$ cat config.mk
export PLATFORM = sky130hd
export DESIGN_NAME = stutter_monitor
export DESIGN_NICKNAME = d
export VERILOG_FILES = /design/src/rtl/stutter_pkg.sv /design/src/rtl/interval_counter.sv /design/src/rtl/stutter_monitor.sv
export SDC_FILE = /design/constraint.sdc
export NUM_CORES = 1
export LEC_CHECK = 0
export CAP_MARGIN = 5
export CORE_MARGIN = 3
export CORE_UTILIZATION = 45
export CTS_CLUSTER_DIAMETER = 100
export DETAILED_ROUTE_END_ITERATION = 7
export GPL_ROUTABILITY_DRIVEN = 0
export GPL_TIMING_DRIVEN = 0
export HOLD_SLACK_MARGIN = 0.12
export MAX_ROUTING_LAYER = met4
export PLACE_DENSITY = 0.78
export SLEW_MARGIN = 15
export SYNTH_ARGS = -nofsm -noshare
export SYNTH_HDL_FRONTEND = slang
export SYNTH_SLANG_ARGS = --single-unit
$ cat constraint.sdc
create_clock -name clk -period 8.61 [get_ports clk]
set_clock_uncertainty 0.1 [all_clocks]
set_input_delay 1.722 -clock clk [delete_from_list [all_inputs] [get_ports clk]]
set_output_delay 1.722 -clock clk [all_outputs]
set_load 0.05 [all_outputs]
$ cat src/rtl/stutter_pkg.sv
// Shared types and defaults for the strobe stutter monitor and its tick generators.
package stutter_pkg;

    typedef enum logic [1:0] {IDLE, TRACK, LOCKED} mon_state_t;

    localparam int STUTTER_PERIOD = 65536;

    // Width that holds PERIOD+TOL+1 without wrapping.
    function automatic int counter_width(input int period, input int tol);
        return $clog2(period + tol + 2);
    endfunction

endpackage

$ cat src/rtl/interval_counter.sv
// Saturating up-counter with synchronous clear and a one-cycle-early terminal compare.
module interval_counter
    import stutter_pkg::*;
#(
    parameter int CW   = 17,
    parameter int TERM = STUTTER_PERIOD
) (
    input  logic          clk,
    input  logic          reset,
    input  logic          clear,
    output logic [CW-1:0] cnt,
    output logic          term
);

    localparam logic [CW-1:0] TERM_M1 = CW'(TERM - 1);

    always_ff @(posedge clk) begin
        if (!reset) begin
            cnt <= '0;
        end else if (clear) begin
            cnt <= '0;
        end else if (cnt != '1) begin
            cnt <= cnt + CW'(1);
        end
    end

    // term marks the cycle whose edge would complete an interval of TERM.
    assign term = (cnt == TERM_M1);

endmodule

$ cat src/rtl/stutter_monitor.sv
// Strobe interval monitor: measures cy_in spacing, flags early/late strobes, declares lock.
// Optional error counter output is enabled with `define STUTTER_MON_ERRCNT_EN.
module stutter_monitor
    import stutter_pkg::*;
#(
    parameter int PERIOD = STUTTER_PERIOD,
    parameter int TOL    = 0,
    parameter int LOCK_N = 4,
    parameter int CW     = counter_width(PERIOD, TOL)
) (
    input  logic          clk,
    input  logic          reset,
    input  logic          cy_in,
    output logic          lock,
    output logic          early,
    output logic          late,
    output logic [CW-1:0] interval,
    output logic          interval_vld
`ifdef STUTTER_MON_ERRCNT_EN
    ,
    output logic [7:0]    err_cnt
`endif
);

    localparam logic [CW-1:0] LO     = CW'(PERIOD - TOL);
    localparam logic [CW-1:0] HI     = CW'(PERIOD + TOL);
    localparam logic [3:0]    LOCK_G = 4'(LOCK_N);

    mon_state_t    state, next_state;
    logic [CW-1:0] cnt, meas;
    logic          term;
    logic [3:0]    good, good_next;
    logic          tracking, meas_good, meas_early;
    logic          early_next, late_next, vld_next;

    interval_counter #(.CW(CW), .TERM(PERIOD + TOL)) u_interval_counter (
        .clk   (clk),
        .reset (reset),
        .clear (cy_in),
        .cnt   (cnt),
        .term  (term)
    );

    // Measurement saturates with the counter rather than wrapping to zero.
    assign meas       = (&cnt) ? cnt : cnt + CW'(1);
    assign meas_good  = (meas >= LO) && (meas <= HI);
    assign meas_early = (meas < LO);
    assign tracking   = (state == TRACK) || (state == LOCKED);

    always_ff @(posedge clk) begin
        if (!reset) begin
            state        <= IDLE;
            good         <= '0;
            lock         <= 1'b0;
            early        <= 1'b0;
            late         <= 1'b0;
            interval_vld <= 1'b0;
            interval     <= '0;
        end else begin
            state        <= next_state;
            good         <= good_next;
            lock         <= (next_state == LOCKED);
            early        <= early_next;
            late         <= late_next;
            interval_vld <= vld_next;
            if (vld_next) begin
                interval <= meas;
            end
        end
    end

    always_comb begin
        next_state = state;
        good_next  = good;
        case (state)
            IDLE: begin
                if (cy_in) begin
                    next_state = TRACK;
                    good_next  = '0;
                end
            end
            TRACK, LOCKED: begin
                if (cy_in) begin
                    if (meas_good) begin
                        good_next = (good >= LOCK_G) ? LOCK_G : good + 4'd1;
                        if (good_next == LOCK_G) begin
                            next_state = LOCKED;
                        end
                    end else begin
                        // Early strobes and strobes after a late flag both break the run.
                        good_next  = '0;
                        next_state = TRACK;
                    end
                end else if (term) begin
                    good_next  = '0;
                    next_state = TRACK;
                end
            end
            default: begin
                next_state = IDLE;
                good_next  = '0;
            end
        endcase
    end

    always_comb begin
        early_next = tracking && cy_in && meas_early;
        late_next  = tracking && !cy_in && term;
        vld_next   = tracking && cy_in;
    end

`ifdef STUTTER_MON_ERRCNT_EN
    always_ff @(posedge clk) begin
        if (!reset) begin
            err_cnt <= '0;
        end else if ((early_next || late_next) && (err_cnt != 8'hFF)) begin
            err_cnt <= err_cnt + 8'd1;
        end
    end
`endif

endmodule

==> results_dict.tcl <==
set metrics [dict create \
    clock_path_buffers 2 \
    max-slew-margin-rel_pct 65.9 \
    grt_first_pass_wirelength_um 7470 \
    finalWorstSetupSlack_ns 5.14 \
    required_ns 8.76 \
    switching_share_pct 27.3 \
    drive_gt1_share_pct 5.08 \
    ios 24 \
    ys_seq_elements 44 \
    internal_power_mw 0.282 \
    synth_enable_flop_cells 0 \
    irDropWorstVdd_mv 0.102 \
    ant_nets 0 \
    crit_fanout 10 \
    grt_overflow 0 \
    nets 266 \
    wl_per_cell_um 13.5 \
    finalSetupViolCount 0 \
    ctsResizeCount 0 \
    syn_nets 236 \
    grt.total_usage_pct 18.2 \
    design_area_sq_um 2420 \
    grt_setup_unrepaired "no" \
    netlist_area_sq_um 2050 \
    timing.hold.ws_ns 0.361 \
    slew_viol_final 0 \
    fill_cells 374 \
    finalCritPeriodShare_pct 40.3 \
    seq_power_share_pct 54.9 \
    p_per_area_nw_per_um2 160 \
    setup_tns_ns 0 \
    die_h_um 73.5 \
    core_sq_um 4200 \
    leakagePower_nw 1.10 \
    rows 23 \
    finalWirelength_um 4140 \
    postSynth.asyncResetShare_pct 0 \
    vias_per_cell 5.35 \
    antenna_found_initial 0 \
    placedInstanceArea_sq_um 2340 \
    combPwrFrac_pct 13.0 \
    postCtsSetupBuffers 0 \
    cp-start-kind "flip-flop" \
    cts_root_buf "clkbuf_8" \
    dieArea_sq_um 5400 \
    p_sw_mw 0.106 \
    grt_pass1_vias 1610 \
    arrival_ns 3.62 \
    ys.warnings.count 0 \
    power_mw 0.388 \
    maxCapViolCount 0 \
    first_pass_iters 4 \
    cts_buffers 5 \
    cts_sinks 44 \
    end_kind "flip-flop" \
    numPortBuffers 23 \
    status "finished, final reports clean" \
    max_freq_ghz 0.288 \
    synth_cell_types 40 \
    insertion_delay_ns 0.30 \
    hold_class "reg2reg" \
    num_antenna_cells 0 \
    p_clk_share_pct 32.1 \
    drt-initial-drc-count 64 \
    clkTransAtPathRegs_ns 0.08 \
    vias 1638 \
    grt_max_degree 14 \
    initial_utilization_pct 48.7 \
    synthCells 226 \
    avgSynthCellArea_sq_um 9.06 \
    ys.flop_type "dfxtp_1" \
    crit_type "reg2reg" \
    layout_min_cycle_time_ns 3.47 \
    regArea_sq_um 881 \
    worst_pin_slew_ns 0.509 \
    syn2layout_area_growth_pct 18.3 \
    cts_hold_buf 0 \
    h-tree-depth 2 \
    synth_seq_area_share_pct 43.0 \
    die_w_um 73.5 \
    multi_input_area_sq_um 1080 \
    hold_violations 0 \
    dp_slack_ns 4.87 \
    dp_hpwl_um 2970 \
    drc 0 \
    cts_tree "yes" \
]
-- cell families after synthesis --
family,Yosys count,share of synthesized area (%)
AOI/OAI and AO/OA,36,15.1
xor gates and xnor gates,19,8.12
adders and majority gates,7,4.28
buffers and inverters,20,4.09
DFF,44,43.0
muxes,1,0.489
and+or+nand+nor,99,24.9
-- power by group through the flow --
| stage | clock network (mW) | logic (mW) | registers [mW] |
|---|---|---|---|
| floorplan | 0 | 0.0163 | 0.236 |
| global placement | 0 | 0.0502 | 0.218 |
| detailed placement | 0 | 0.0505 | 0.218 |
| CTS | 0.127 | 0.0508 | 0.213 |
| global route | 0.134 | 0.0544 | 0.214 |
| finish | 0.124 | 0.0504 | 0.213 |
-- per-layer routing --
metal,wire length (um),global-route usage (%),vias to the layer above
met5,0,-,-
met4,74,6.64,0
met3,146,4.24,7
met2,1840,27.8,40
met1,2080,23.5,746
li1,-,-,845
-- cells in the final DEF (no fill, tap or decap), types with 6 or more instances in the layout --
| cell | instances |
|---|---|
| inv_1 | 6 |
| nor2_1 | 26 |
| nand2_1 | 31 |
| ha_1 | 7 |
| nand4_1 | 9 |
| xnor2_1 | 10 |
| o211a_1 | 16 |
| clkbuf_1 | 7 |
| dfxtp_1 | 44 |
| clkdlybuf4s50_1 | 23 |
| xor2_1 | 9 |
-- synth_stat cells, drive strengths merged (2+ instances only) --
master,count,share of area (%)
a21boi,3,1.1
a21oi,4,0.98
and2,5,1.5
and3,3,0.92
and4,3,1.3
buf,7,1.7
clkbuf,7,1.3
dfxtp,44,43
ha,7,4.3
inv,6,1.1
nand2,31,5.7
nand2b,2,0.61
nand4,9,2.7
nand4b,3,2.0
nor2,26,4.8
nor2b,2,0.61
nor3,4,0.98
nor3b,3,1.1
nor4,2,0.61
o2111ai,2,0.86
o211a,16,7.8
o21ai,4,0.98
or3,2,0.61
xnor2,10,4.3
xor2,9,3.8
-- worst max-delay path, stage by stage, from the launching register on --
cell and delay, ns:
dfxtp_1 0.37, ha_1 0.28, and4_1 0.19, and4_1 0.24, ha_1 0.19, buf_4 0.17
nand4b_4 0.23, or4_1 0.52, a221oi_2 0.29, o2111ai_1 0.21, nor2_1 0.33, a21boi_1 0.12
and2b_1 0.20
-- registers in the layout (all words and copies together), names as in the netlist --
name / count
state: 2
u_interval_counter.cnt: 17
lock: 1
interval_vld: 1
early: 1
late: 1
good: 4
interval: 17
-- through the flow --
step / cells / utilization (%)
final: 306 / 57.7
after global routing: 306 / 57.7
after CTS: 306 / 57.7
after detailed placement: 299 / 55.7
after global placement: 299 / 55.7
after floorplan: 226 / -
-- final timing paths --
path                            slack, ns                 startpoint      end  depth (start not counted)
worst max register to register       5.14  u_interval_counter.cnt[0]     lock                         12
worst min register to register       0.36                    good[2]  good[2]                          2
worst max-delay path                 5.14  u_interval_counter.cnt[0]     lock                         12
worst min-delay path                 0.36                    good[2]  good[2]                          2
-- cell type report --
cell class	instances	share of cell area, %
plain buffers	14	2.53
inverters	6	0.930
flip-flops and latches	44	36.4
multi-input cells	162	44.7
clock buffers	5	2.84
clock inverters	2	0.517
well taps	50	2.58
repair buffers	23	9.50
No activity file was read; power rests on OpenSTA's default activity.
